===== src/rtl/alu_cmd_pkg.sv =====
// Shared opcode, ALU select and command types for alu_op_sequencer.
// FWD_A_EN adds the per-command forward-operand flag to alu_cmd_t.
package alu_cmd_pkg;

    typedef enum logic [2:0] {
        OP_MUL     = 3'd0,
        OP_ADD     = 3'd1,
        OP_SUB     = 3'd2,
        OP_AND     = 3'd3,
        OP_OR      = 3'd4,
        OP_XOR     = 3'd5,
        OP_SMUL    = 3'd6,
        OP_ILLEGAL = 3'd7
    } alu_op_e;

    localparam logic [4:0] SEL_MUL  = 5'b00000;
    localparam logic [4:0] SEL_ADD  = 5'b00001;
    localparam logic [4:0] SEL_SUB  = 5'b00010;
    localparam logic [4:0] SEL_AND  = 5'b00100;
    localparam logic [4:0] SEL_OR   = 5'b01000;
    localparam logic [4:0] SEL_XOR  = 5'b10000;
    localparam logic [4:0] SEL_SMUL = 5'b11111;

    localparam int FLAG_ZERO     = 0;
    localparam int FLAG_NEGATIVE = 1;
    localparam int FLAG_OVERFLOW = 2;
    localparam int FLAG_CARRY    = 3;

    typedef struct packed {
        alu_op_e    op;
        logic [7:0] a;
        logic [7:0] b;
        logic       cin;
        logic       bin;
`ifdef FWD_A_EN
        logic       fwd_a;
`endif
    } alu_cmd_t;

    // Bit 5 marks an opcode with no ALU mapping; sel falls back to ADD in that case.
    function automatic logic [5:0] op_to_sel(alu_op_e op);
        case (op)
            OP_MUL:  op_to_sel = {1'b0, SEL_MUL};
            OP_ADD:  op_to_sel = {1'b0, SEL_ADD};
            OP_SUB:  op_to_sel = {1'b0, SEL_SUB};
            OP_AND:  op_to_sel = {1'b0, SEL_AND};
            OP_OR:   op_to_sel = {1'b0, SEL_OR};
            OP_XOR:  op_to_sel = {1'b0, SEL_XOR};
            OP_SMUL: op_to_sel = {1'b0, SEL_SMUL};
            default: op_to_sel = {1'b1, SEL_ADD};
        endcase
    endfunction

endpackage


===== src/rtl/alu_cmd_fifo.sv =====
// Synchronous command FIFO of alu_cmd_t; FIFO_DEPTH must be a power of 2.
// Entry layout follows alu_cmd_t, so FWD_A_EN widens it automatically.
module alu_cmd_fifo
    import alu_cmd_pkg::*;
#(
    parameter int FIFO_DEPTH = 4
) (
    input  logic     aclk,
    input  logic     srst,
    input  logic     push,
    input  alu_cmd_t din,
    input  logic     pop,
    output alu_cmd_t dout,
    output logic     full,
    output logic     empty
);

    localparam int AW = (FIFO_DEPTH > 1) ? $clog2(FIFO_DEPTH) : 1;
    localparam logic [AW:0]   DEPTH_CNT = FIFO_DEPTH;
    localparam logic [AW:0]   CNT_ONE   = 1;
    localparam logic [AW-1:0] PTR_ONE   = 1;

    alu_cmd_t      r_mem [FIFO_DEPTH];
    logic [AW-1:0] r_wrPtr;
    logic [AW-1:0] r_rdPtr;
    logic [AW:0]   r_count;
    logic          w_doPush;
    logic          w_doPop;

    assign full     = (r_count == DEPTH_CNT);
    assign empty    = (r_count == '0);
    assign w_doPush = push & ~full;
    assign w_doPop  = pop & ~empty;
    assign dout     = r_mem[r_rdPtr];

    // Storage is not reset; the pointers and count alone decide which entries are live.
    always_ff @(posedge aclk) begin
        if (w_doPush) begin
            r_mem[r_wrPtr] <= din;
        end
    end

    always_ff @(posedge aclk) begin
        if (srst) begin
            r_wrPtr <= '0;
            r_rdPtr <= '0;
            r_count <= '0;
        end else begin
            if (w_doPush) begin
                r_wrPtr <= r_wrPtr + PTR_ONE;
            end
            if (w_doPop) begin
                r_rdPtr <= r_rdPtr + PTR_ONE;
            end
            case ({w_doPush, w_doPop})
                2'b10:   r_count <= r_count + CNT_ONE;
                2'b01:   r_count <= r_count - CNT_ONE;
                default: r_count <= r_count;
            endcase
        end
    end

endmodule


===== src/rtl/alu_op_sequencer.sv =====
// Command sequencer for BitSliceALU_8bit: buffered ops, fixed settle, in-order responses.
// Define FWD_A_EN to add cmd_fwd_a (previous legal result low byte used as operand a).
module alu_op_sequencer
    import alu_cmd_pkg::*;
#(
    parameter int FIFO_DEPTH    = 4,
    parameter int SETTLE_CYCLES = 2
) (
    input  logic        aclk,
    input  logic        srst,
    input  logic        cmd_valid,
    output logic        cmd_ready,
    input  logic [2:0]  cmd_op,
    input  logic [7:0]  cmd_a,
    input  logic [7:0]  cmd_b,
    input  logic        cmd_cin,
    input  logic        cmd_bin,
`ifdef FWD_A_EN
    input  logic        cmd_fwd_a,
`endif
    output logic [7:0]  alu_a,
    output logic [7:0]  alu_b,
    output logic        alu_cin,
    output logic        alu_bin,
    output logic [4:0]  alu_sel,
    input  logic [15:0] alu_z,
    input  logic        alu_carry,
    input  logic        alu_overflow,
    input  logic        alu_negative,
    input  logic        alu_zero,
    output logic        rsp_valid,
    input  logic        rsp_ready,
    output logic [15:0] rsp_z,
    output logic [3:0]  rsp_flags,
    output logic        rsp_err,
    output logic        busy
);

    typedef enum logic [1:0] {ST_IDLE, ST_SETTLE, ST_RESP} state_e;

    localparam int CW = $clog2(SETTLE_CYCLES + 1);
    localparam logic [CW-1:0] CNT_LOAD = CW'(SETTLE_CYCLES - 1);
    localparam logic [CW-1:0] CNT_ONE  = 1;

    state_e        r_state;
    state_e        w_nextState;
    logic [CW-1:0] r_cnt;
    logic [7:0]    r_aluA;
    logic [7:0]    r_aluB;
    logic          r_aluCin;
    logic          r_aluBin;
    logic [4:0]    r_aluSel;
    logic          r_rspValid;
    logic [15:0]   r_rspZ;
    logic [3:0]    r_rspFlags;
    logic          r_rspErr;
    alu_cmd_t      w_cmdIn;
    alu_cmd_t      w_head;
    logic          w_full;
    logic          w_empty;
    logic          w_headIllegal;
    logic [4:0]    w_headSel;
    logic [7:0]    w_opA;
    logic          w_issue;
    logic          w_pop;
    logic          w_loadLegal;
    logic          w_loadIllegal;
    logic          w_capture;
    logic          w_rspTake;

    always_comb begin
        w_cmdIn     = '0;
        w_cmdIn.op  = alu_op_e'(cmd_op);
        w_cmdIn.a   = cmd_a;
        w_cmdIn.b   = cmd_b;
        w_cmdIn.cin = cmd_cin;
        w_cmdIn.bin = cmd_bin;
`ifdef FWD_A_EN
        w_cmdIn.fwd_a = cmd_fwd_a;
`endif
    end

    alu_cmd_fifo #(
        .FIFO_DEPTH (FIFO_DEPTH)
    ) u_fifo (
        .aclk  (aclk),
        .srst  (srst),
        .push  (cmd_valid & cmd_ready),
        .din   (w_cmdIn),
        .pop   (w_pop),
        .dout  (w_head),
        .full  (w_full),
        .empty (w_empty)
    );

    assign {w_headIllegal, w_headSel} = op_to_sel(w_head.op);

`ifdef FWD_A_EN
    logic [7:0] r_fwdA;

    // Only captured (legal) results feed the forward register.
    always_ff @(posedge aclk) begin
        if (srst) begin
            r_fwdA <= '0;
        end else if (w_capture) begin
            r_fwdA <= alu_z[7:0];
        end
    end

    assign w_opA = w_head.fwd_a ? r_fwdA : w_head.a;
`else
    assign w_opA = w_head.a;
`endif

    always_ff @(posedge aclk) begin
        if (srst) begin
            r_state <= ST_IDLE;
        end else begin
            r_state <= w_nextState;
        end
    end

    // A response handshake can issue the next queued command on the same edge.
    always_comb begin
        w_nextState   = r_state;
        w_issue       = 1'b0;
        w_pop         = 1'b0;
        w_loadLegal   = 1'b0;
        w_loadIllegal = 1'b0;
        w_capture     = 1'b0;
        w_rspTake     = 1'b0;
        case (r_state)
            ST_IDLE: begin
                w_issue = ~w_empty;
            end
            ST_SETTLE: begin
                if (r_cnt == '0) begin
                    w_capture   = 1'b1;
                    w_nextState = ST_RESP;
                end
            end
            ST_RESP: begin
                if (rsp_ready) begin
                    w_rspTake   = 1'b1;
                    w_issue     = ~w_empty;
                    w_nextState = ST_IDLE;
                end
            end
            default: w_nextState = ST_IDLE;
        endcase
        if (w_issue) begin
            w_pop = 1'b1;
            if (w_headIllegal) begin
                w_loadIllegal = 1'b1;
                w_nextState   = ST_RESP;
            end else begin
                w_loadLegal = 1'b1;
                w_nextState = ST_SETTLE;
            end
        end
    end

    always_ff @(posedge aclk) begin
        if (srst) begin
            r_cnt      <= '0;
            r_aluA     <= '0;
            r_aluB     <= '0;
            r_aluCin   <= 1'b0;
            r_aluBin   <= 1'b1;
            r_aluSel   <= SEL_ADD;
            r_rspValid <= 1'b0;
            r_rspZ     <= '0;
            r_rspFlags <= '0;
            r_rspErr   <= 1'b0;
        end else begin
            if (w_loadLegal) begin
                r_aluA   <= w_opA;
                r_aluB   <= w_head.b;
                r_aluCin <= w_head.cin;
                r_aluBin <= w_head.bin;
                r_aluSel <= w_headSel;
                r_cnt    <= CNT_LOAD;
            end else if (r_state == ST_SETTLE && r_cnt != '0) begin
                r_cnt <= r_cnt - CNT_ONE;
            end

            if (w_loadIllegal) begin
                r_rspZ     <= '0;
                r_rspFlags <= '0;
                r_rspErr   <= 1'b1;
                r_rspValid <= 1'b1;
            end else if (w_capture) begin
                r_rspZ                    <= alu_z;
                r_rspFlags[FLAG_CARRY]    <= alu_carry;
                r_rspFlags[FLAG_OVERFLOW] <= alu_overflow;
                r_rspFlags[FLAG_NEGATIVE] <= alu_negative;
                r_rspFlags[FLAG_ZERO]     <= alu_zero;
                r_rspErr                  <= 1'b0;
                r_rspValid                <= 1'b1;
            end else if (w_rspTake) begin
                r_rspValid <= 1'b0;
            end
        end
    end

    assign cmd_ready = ~w_full & ~srst;
    assign busy      = ~w_empty | (r_state != ST_IDLE);
    assign alu_a     = r_aluA;
    assign alu_b     = r_aluB;
    assign alu_cin   = r_aluCin;
    assign alu_bin   = r_aluBin;
    assign alu_sel   = r_aluSel;
    assign rsp_valid = r_rspValid;
    assign rsp_z     = r_rspZ;
    assign rsp_flags = r_rspFlags;
    assign rsp_err   = r_rspErr;

endmodule


===== config.mk =====
export PLATFORM = sky130hd
export DESIGN_NAME = alu_op_sequencer
export DESIGN_NICKNAME = d
export VERILOG_FILES = /design/src/rtl/alu_cmd_pkg.sv /design/src/rtl/alu_cmd_fifo.sv /design/src/rtl/alu_op_sequencer.sv
export SDC_FILE = /design/constraint.sdc
export NUM_CORES = 1
export LEC_CHECK = 0
export BUFFER_PORTS_ARGS = -buffer_cell sky130_fd_sc_hd__buf_2
export CORE_MARGIN = 5
export CORE_UTILIZATION = 30
export CTS_CLUSTER_DIAMETER = 120
export DETAILED_ROUTE_END_ITERATION = 7
export SLEW_MARGIN = 10
export SYNTH_ARGS = -nofsm -noshare
export SYNTH_HDL_FRONTEND = slang
export SYNTH_SLANG_ARGS = --single-unit

===== constraint.sdc =====
create_clock -name aclk -period 5.6 [get_ports aclk]
set_clock_uncertainty 0.1 [all_clocks]
set_input_delay 0.84 -clock aclk [delete_from_list [all_inputs] [get_ports aclk]]
set_output_delay 0.84 -clock aclk [all_outputs]
set_load 0.02 [all_outputs]

=== Word-level counts from Yosys, hierarchy flattened ===
Memory sizes are Yosys's and may differ from the RTL's. A register that Yosys moved wholly into a read port is not among the register bits.
Cells that the tools add are included.

* Bits in registers: 56
* Bits in latches: 0
* Bits in writable memories: 84
* ROM bits: 0
* Input bits: 45
* Memories: 1

* Add/sub/neg operators: 5
* $mul: 0
* Div/mod/pow operators: 0
* $lt $le $gt $ge: 0
* Eq/ne operators: 14
* Shifts and indexed selects: 0
* Mux-type cells: 29
* Bitwise operators: 8
* Reduce and logical (&&, ||, !) cells: 14

{| class="wikitable"
|+ Memory list
! name !! words !! width !! read ports !! clocked after memory_dff !! wr ports !! RTL line !! RTL
|-
| u_fifo.r_mem || 4 || 21 || 1 || 1 || 1 || alu_cmd_fifo.sv:23 || <nowiki>alu_cmd_t r_mem [FIFO_DEPTH];</nowiki>
|}

{| class="wikitable"
|+ Operator list
! kind !! count
|-
| one-hot mux 6 bit (7 select lines) || 1
|-
| 2-to-1 mux 1 bit || 19
|-
| == test 3 bit, second input constant || 4
|-
| 2-to-1 mux 2 bit || 6
|-
| nonzero test 2 bit || 5
|-
| == test 3 x 2 -> 1 bit, second input constant || 2
|-
| logical NOT 3 bit || 2
|-
| inequality test 3 bit, second input constant || 2
|-
| one-hot mux 2 bit (3 select lines) || 1
|-
| one-hot mux 3 bit (2 select lines) || 1
|-
| adder 2 x 1 -> 2 bit, second input constant || 2
|-
| AND 1 bit || 4
|-
| == test 2 x 1 -> 1 bit, second input constant || 2
|-
| == test 2 bit, second input constant || 2
|-
| logical NOT 2 bit || 2
|-
| OR reduction 2 bit || 2
|-
| adder 3 x 1 -> 3 bit, second input constant || 1
|-
| == test 3 x 1 -> 1 bit, second input constant || 1
|-
| inverter 1 bit || 3
|-
| AND reduction 3 bit || 1
|-
| nonzero test 3 bit || 1
|-
| subtractor 3 x 1 -> 3 bit, second input constant || 1
|-
| inequality test 2 bit, second input constant || 1
|-
| one-hot mux 1 bit (2 select lines) || 1
|-
| other kinds (3) || 3
|}

=== Longest topological paths before layout ===
Gate-level depths: netlist of the first run.

* Word-level depth: 8
* Depth in mapped cells: 11

=== Modules after synthesis ===
From an unflattened synthesis of the first run, not the netlist that was laid out.

* Cells, all modules: 411
* Area total of the unflattened synthesis: 5585.4 um^2

{| class="wikitable"
|+ By module, submodules not included
! module !! times used !! cells each !! area each (um^2) !! sequential area each (um^2)
|-
| alu_cmd_fifo || 1 || 163 || 3508.4 || 2702.6
|-
| alu_op_sequencer || 1 || 248 || 2077.0 || 980.9
|}

=== Worst setup path before layout of the first run ===
Ideal clock, no wire load.

* Path kind: in2reg
* Start point: input port rsp_ready
* End point: register u_fifo.r_count[2]
* Library setup time: 0.070 ns
* Arrival: 2.803 ns
* Slack: 2.626 ns
* Stages on the path: 11
* Path through: nor2b_1 -> or3_1 -> clkbuf_1 -> inv_2 -> buf_2 -> ha_1 -> inv_1 -> fa_1 -> xor2_1 -> or3_1 -> a21oi_1

* Cells in the longest elaborated chain, start to end: 6

{| class="wikitable"
|+ RTL lines
! what !! RTL line !! RTL
|-
| start, declared || alu_op_sequencer.sv:32 || <nowiki>input logic rsp_ready,</nowiki>
|-
| 2-to-1 mux 1 bit * || alu_op_sequencer.sv:143 || <nowiki>if (rsp_ready) begin</nowiki>
|-
| one-hot mux 1 bit (2 select lines) * || alu_op_sequencer.sv:132 || <nowiki>case (r_state)</nowiki>
|-
| 2-to-1 mux 1 bit * || alu_op_sequencer.sv:151 || <nowiki>if (w_issue) begin</nowiki>
|-
| AND 1 bit * || alu_cmd_fifo.sv:33 || <nowiki>assign w_doPop = pop & ~empty;</nowiki>
|-
| named net u_fifo.w_doPop || alu_cmd_fifo.sv:28 || <nowiki>logic w_doPop;</nowiki>
|-
| == test 2 x 1 -> 1 bit / == test 2 bit (equally long branches) || alu_cmd_fifo.sv:55 || <nowiki>case ({w_doPush, w_doPop})</nowiki>
|-
| one-hot mux 3 bit (2 select lines) / nonzero test 2 bit (equally long branches) || -- ||
|-
| end signal, assigned || alu_cmd_fifo.sv:56 || <nowiki>2'b10: r_count <= r_count + CNT_ONE;</nowiki>
|-
| end signal, assigned || alu_cmd_fifo.sv:57 || <nowiki>2'b01: r_count <= r_count - CNT_ONE;</nowiki>
|-
| end signal, assigned || alu_cmd_fifo.sv:58 || <nowiki>default: r_count <= r_count;</nowiki>
|-
| end, declared || alu_cmd_fifo.sv:26 || <nowiki>logic [AW:0] r_count;</nowiki>
|}

Mark *: on every way through the listed nets, which the timed path passes. The rest lies on a longest branch.
A chain may end at the register's enable or synchronous reset.

=== Final worst setup path of the first run ===
* Start point: input port rsp_ready
* End point: register u_fifo.r_count[2]

* Cells in the longest elaborated chain, start to end: 6

{| class="wikitable"
|+ RTL lines
! what !! RTL line
|-
| 2-to-1 mux 1 bit * || alu_op_sequencer.sv:143
|-
| one-hot mux 1 bit (2 select lines) * || alu_op_sequencer.sv:132
|-
| 2-to-1 mux 1 bit * || alu_op_sequencer.sv:151
|-
| AND 1 bit * || alu_cmd_fifo.sv:33
|-
| == test 2 x 1 -> 1 bit / == test 2 bit (equally long branches) || alu_cmd_fifo.sv:55
|-
| one-hot mux 3 bit (2 select lines) / nonzero test 2 bit (equally long branches) || --
|}

Mark *: on every way between the ends. The rest lies on a longest branch, timed or not.

==> flow_metrics.py, run 1 <==
metrics = {
    "cts": {
        "h-tree-depth": 4,
        "clk_pin_slew_ns": 0.06,
        "clk-insertion-delay-late_ns": 0.41,
        "clockBufferDepth": 2,
        "cts_hold_repair.buffers": 0,
        "cts_tree": "done",
        "cts.sinks": 142,
        "ctsResizeCount": 0,
        "post_cts.repair.setup_buffers": 0,
        "ctsRootBufferMaster": "clkbuf_16",
        "numCtsBuffers": 17,
    },
    "pwr": {
        "switching_share": 0.346,
        "power_switching_mw": 1.18,
        "p_leak_nw": 2.41,
        "p_clk_frac": 0.317,
        "p_int_mw": 2.23,
        "ir_drop_mv": 0.299,
        "p_total_mw": 3.41,
        "seq_power_share": 0.406,
        "pwr-share-comb": 0.276,
        "powerDensity_nw_per_um2": 517,
    },
    "logic_synthesis": {
        "ys_types": 38,
        "synth_top_area_frac": 0.468,
        "yosysWarnings": 0,
        "synth_flop_cell": "edfxtp_1",
        "synth_area_um2": 5390,
        "ys_seq_area_frac": 0.683,
        "synth_area_leaders": "edfxtp_1 (47%), dfxtp_1 (22%), mux4_2 (8.4%)",
        "ys_ff_latch": 142,
        "synth_fa_ha_area_frac": 0.0176,
        "synth_top_family_by_area": "multiplexers",
        "synth-simple-area-share": 0.0854,
        "synth_edf_count": 84,
        "async_reset_ff_frac": 0,
        "syn_inst": 395,
        "synthTopCellsByCount": "edfxtp_1 (84), dfxtp_1 (58), nand2_1 (53), a21oi_1 (47), mux4_2 (20)",
        "yosysMostFrequentCell": "edfxtp_1",
        "syn_nets": 447,
        "synthXorXnorAreaFrac": 0.00812,
        "synth-compound-area-share": 0.0810,
        "avgSynthCellArea_um2": 13.6,
        "yosysTopAreaCell": "edfxtp_1",
        "synthMuxAreaShare": 0.0905,
    },
    "global_route": {
        "gr-total-overflow": 0,
        "grt_pass1_wl_mm": 18.4,
        "grt_max_degree": 39,
        "gr-usage-all-layers": 0.117,
        "grt_pass1_vias": 3400,
        "antenna_found_initial": 0,
    },
    "drt": {
        "via_count": 3372,
        "drtIter0Drc": 170,
        "drc": 0,
        "antenna_left": 0,
        "wirelength_mm": 11.7,
        "dr.pass1.iters": 4,
        "wl_per_cell_um": 16.1,
        "vias_per_cell": 4.64,
    },
    "sta": {
        "fin_crit_ns": 3.24,
        "finalSetupViolations": 0,
        "hold_viol": 0,
        "finalSetupTns_ns": 0,
        "slew_headroom": 0.236,
        "min_period_over_period": 0.578,
        "slew_viol_final": 0,
        "rsz0062_at_grt": "no",
        "clock.fmax_mhz": 309,
        "tightestPinTransition_ns": 1.15,
    },
    "setup_path": {
        "critical_path_class": "input pin to flip-flop",
        "start_kind": "input pin",
        "cp_slowest_cell": "or3_1",
        "path_cells": "buf_2 > nor2b_1 > or3_1 > inv_2 > ha_1 > inv_1 > fa_1 > xor2_1 > or3_1 > a21oi_1",
        "worstSetupEndpointType": "flip-flop",
        "critPathBufInv": 3,
        "cpMostUsedCell": "or3_1",
        "cp.arrival_ns": 3.46,
        "critical_path.top_delay_family": "simple AND/OR/NAND/NOR gates",
        "cp_data_required_time_ns": 5.83,
        "slowest_delay_ns": 0.64,
        "critPathMaxFanout": 28,
    },
    "layout": {
        "layout.nets": 537,
        "num_antenna_cells": 0,
        "syn2layout_area_growth_pct": 22.4,
        "drive_gt1_frac": 0.301,
        "post-route-cell-area_um2": 6600,
        "instances_no_fill": 727,
    },
    "status": {
        "status": "finished clean",
    },
    "die": {
        "core-area_um2": 17800,
        "start_util": 0.302,
        "dieArea_um2": 20800,
        "row_count": 49,
        "die_h_um": 144,
        "dieWidth_um": 144,
        "ios": 92,
    },
    "job": {
        "maxCapViolations": 0,
    },
    "place": {
        "dp.final_hpwl_mm": 7.85,
        "io_buffer_count": 91,
        "place_congestion": 0.731,
        "place_area_um2": 6020,
        "placed_cells": 695,
    },
    "min_path": {
        "min_path_type": "flip-flop to flip-flop",
    },
}
## metrics by stage
| step | setup slack [ns] | utilization | hold WS (ns) |
|---|---|---|---|
| global route | 2.16 | 0.370 | 0.372 |
| finish | 2.36 | 0.370 | 0.356 |
| CTS | 2.38 | 0.370 | 0.358 |
| floorplan | 2.63 | - | 0.360 |
| detailed placement | 1.95 | 0.338 | 0.349 |
| global placement | 2.06 | 0.338 | 0.339 |
## layout make-up
class,count,area [um^2]
clock buffer,17,425
sequential,142,3680
multi-input combinational,216,1520
fill,1715,11200
tap,229,287
inverter,14,52.6
timing repair buffer,94,478
clock inverter,15,149
## power groups by stage
stage,sequential (mW),clock [mW],combinational (mW)
finish,1.39,1.08,0.944
global route,1.41,1.16,1.04
CTS,1.39,1.11,0.957
detailed placement,1.41,0,0.952
global placement,1.41,0,0.918
floorplan,1.48,0,0.596
## cell usage in the layout (no fill, tap or decap), types with 2 or more instances in the layout
cell / netlist / routed
buf_2: 6 / 91
edfxtp_1: 84 / 84
dfxtp_1: 58 / 58
nand2_1: 53 / 53
a21oi_1: 47 / 47
mux4_2: 20 / 20
nand3_1: 17 / 17
clkbuf_16: 0 / 17
inv_1: 13 / 13
o21ai_1: 13 / 13
o21ai_0: 11 / 11
nor2_1: 10 / 10
ha_1: 6 / 6
and2_1: 5 / 5
inv_6: 0 / 4
nor2b_1: 3 / 3
or3_1: 3 / 3
a211oi_1: 3 / 3
and3_1: 3 / 3
xnor2_1: 3 / 3
clkinv_4: 0 / 3
inv_8: 0 / 3
buf_4: 0 / 3
xor2_1: 2 / 2
nand2b_1: 2 / 2
o32ai_1: 2 / 2
clkinvlp_4: 0 / 2
## registers in the layout, indices dropped and copies added, names as in the netlist, named ones only
name / cells
alu_a: 8
alu_b: 8
alu_bin: 1
alu_cin: 1
alu_sel: 5
r_cnt: 2
r_state: 2
rsp_err: 1
rsp_flags: 4
rsp_valid: 1
rsp_z: 16
u_fifo.r_count: 3
u_fifo.r_mem: 84
u_fifo.r_rdPtr: 2
u_fifo.r_wrPtr: 2
## tightest hold or removal path: stages (launching register included)
cell,delay (ns)
dfxtp_1,0.31
nand2_1,0.05
a21oi_1,0.05
## kinds of logic (layout without fill, tap and decap cells)
| logic type | count (synthesis) | after routing |
|---|---|---|
| AOI/OAI and AO/OA | 81 | 81 |
| xor gates and xnor gates | 5 | 5 |
| adders and majority gates | 7 | 7 |
| buffers and inverters | 37 | 140 |
| DFF | 142 | 142 |
| muxes | 22 | 22 |
| and+or+nand+nor | 101 | 101 |
## routing by layer
metal,GRT usage,vias to the layer above,routed length [um]
met1,0.142,1627,4890
met2,0.199,99,5890
met5,0,-,0
met3,0.0281,15,749
li1,-,1631,-
met4,0.0525,0,190
## path summary, 6_finish.rpt
path	startpoint	slack [ns]	cells after the start	to
max	rsp_ready	2.36	10	u_fifo.r_count[2]$_SDFFE_PP0P_
min	rsp_z[12]$_SDFFE_PP0P_	0.36	2	rsp_z[12]$_SDFFE_PP0P_
max reg2reg	u_fifo.r_count[0]$_SDFFE_PP0P_	2.40	9	u_fifo.r_count[2]$_SDFFE_PP0P_
min reg2reg	rsp_z[12]$_SDFFE_PP0P_	0.36	2	rsp_z[12]$_SDFFE_PP0P_
No activity file was read; power rests on OpenSTA's default activity.
==> run 2: changes to the inputs <==
Clock period 5.6 ns to 2.6 ns, I/O delays scaled along.
==> flow_metrics.py, run 2 (same netlist as run 1, synthesis figures left out) <==
metrics = {
    "status": {
        "status": "finished clean",
    },
    "die": {
        "dieArea_um2": 20800,
        "ios": 92,
        "row_count": 49,
        "start_util": 0.302,
        "die_h_um": 144,
        "core-area_um2": 17800,
        "dieWidth_um": 144,
    },
    "layout": {
        "layout_commonest_cell": "buf_2",
        "layout.nets": 548,
        "largest_register_ffs": 84,
        "final_core_util": 0.375,
        "syn2layout_area_growth_pct": 24.1,
        "top_register": "u_fifo.r_mem",
        "num_antenna_cells": 0,
        "post-route-cell-area_um2": 6690,
        "final_cell_mix": "buf_2 (91), edfxtp_1 (84), dfxtp_1 (57), nand2_1 (53), a21oi_1 (47)",
        "n_fill_cell": 1697,
        "multiInputGateArea_um2": 1530,
        "regArea_um2": 3680,
        "drive_gt1_frac": 0.321,
    },
    "setup_path": {
        "critical_path_class": "flip-flop to flip-flop",
        "critPathMaxFanout": 4,
        "worstSetupEndpointType": "flip-flop",
        "cp.arrival_ns": 2.66,
        "cp_data_required_time_ns": 2.84,
        "start_kind": "flip-flop",
    },
    "cts": {
        "cts.sinks": 142,
        "cts_tree": "done",
        "numCtsBuffers": 17,
        "ctsRootBufferMaster": "clkbuf_16",
        "cts_hold_repair.buffers": 0,
        "clockBufferDepth": 2,
        "h-tree-depth": 4,
        "clk_pin_slew_ns": 0.06,
        "clk-insertion-delay-late_ns": 0.41,
    },
    "global_route": {
        "grt_max_degree": 38,
        "gr-usage-all-layers": 0.120,
        "antenna_found_initial": 2,
        "gr-total-overflow": 0,
        "grt_pass1_vias": 3545,
        "grt_pass1_wl_mm": 18.7,
    },
    "drt": {
        "drtIter0Drc": 201,
        "vias_per_cell": 4.66,
        "antenna_left": 0,
        "wl_per_cell_um": 16.1,
        "via_count": 3438,
        "drc": 0,
        "wirelength_mm": 11.9,
        "dr.pass1.iters": 4,
    },
    "place": {
        "io_buffer_count": 91,
        "place_area_um2": 6110,
        "dpl_worst_slack_ns": 0.0977,
        "dp.final_hpwl_mm": 8.00,
        "place_congestion": 0.751,
    },
    "pwr": {
        "p_leak_nw": 2.47,
        "powerDensity_nw_per_um2": 1110,
        "ir_drop_mv": 1.11,
    },
    "sta": {
        "min_period_over_period": 0.934,
        "hold_viol": 0,
        "finalSetupTns_ns": 0,
        "hold_slack_ns": 0.0880,
        "finalSetupViolations": 0,
        "slew_headroom": 0.434,
        "fin_crit_ns": 2.43,
        "timing.final.ws_setup_ns": 0.171,
        "rsz0062_at_grt": "no",
        "clock.fmax_mhz": 412,
        "tightestPinTransition_ns": 0.849,
        "slew_viol_final": 0,
    },
    "job": {
        "maxCapViolations": 0,
    },
    "min_path": {
        "min_path_type": "input pin to flip-flop",
    },
}
[run 2: stage by stage]
| step | instances | power (mW) |
|---|---|---|
| final | 737 | 7.43 |
| after global routing | 737 | 7.88 |
| after CTS | 737 | 7.51 |
| after detailed placement | 706 | 5.18 |
| after global placement | 706 | 5.10 |
| after floorplan | 395 | 4.47 |
[run 2: metal layers]
metal	up-vias	routed length (um)	GRT usage
li1	1651	-	-
met1	1675	5100	0.144
met2	91	5760	0.194
met3	17	812	0.0456
met4	4	205	0.0486
met5	-	21	0
[run 2: final cells by class]
type | count | area share
clock buffer | 20 | 0.0699
clock inverter | 11 | 0.0161
inverter | 14 | 0.00785
multi-input combinational | 216 | 0.229
sequential | 142 | 0.551
tap | 229 | 0.0428
timing repair buffer | 105 | 0.0838
[run 2: worst paths after layout]
| check | start | to | slack [ns] | cells after the start |
|---|---|---|---|---|
| setup / recovery | u_fifo.r_count[0]$_SDFFE_PP0P_ | u_fifo.r_count[2]$_SDFFE_PP0P_ | 0.17 | 9 |
| hold / removal | cmd_a[5] | u_fifo.r_mem[2][15]$_DFFE_PP_ | 0.09 | 1 |
| setup reg to reg | u_fifo.r_count[0]$_SDFFE_PP0P_ | u_fifo.r_count[2]$_SDFFE_PP0P_ | 0.17 | 9 |
| hold reg to reg | rsp_z[14]$_SDFFE_PP0P_ | rsp_z[14]$_SDFFE_PP0P_ | 0.35 | 2 |
[run 2: repair_timing]
action / CTS / global route
resized for setup: 0 / 2
buffers inserted: 0 / 0
endpoints found under the setup margin: 0 / 1
[run 2: critical path: stages, from the launching register on]
cell and delay, ns:
dfxtp_1 0.39, nor3_1 0.11, or3_4 0.41, inv_2 0.07
ha_1 0.19, inv_1 0.08, fa_1 0.38, xor2_1 0.16
or3_1 0.31, a21oi_1 0.15
[run 2: power by group]
group          internal [mW]  switching (mW)
sequential              2.73           0.196
clock                   1.40           0.911
combinational          0.803            1.39
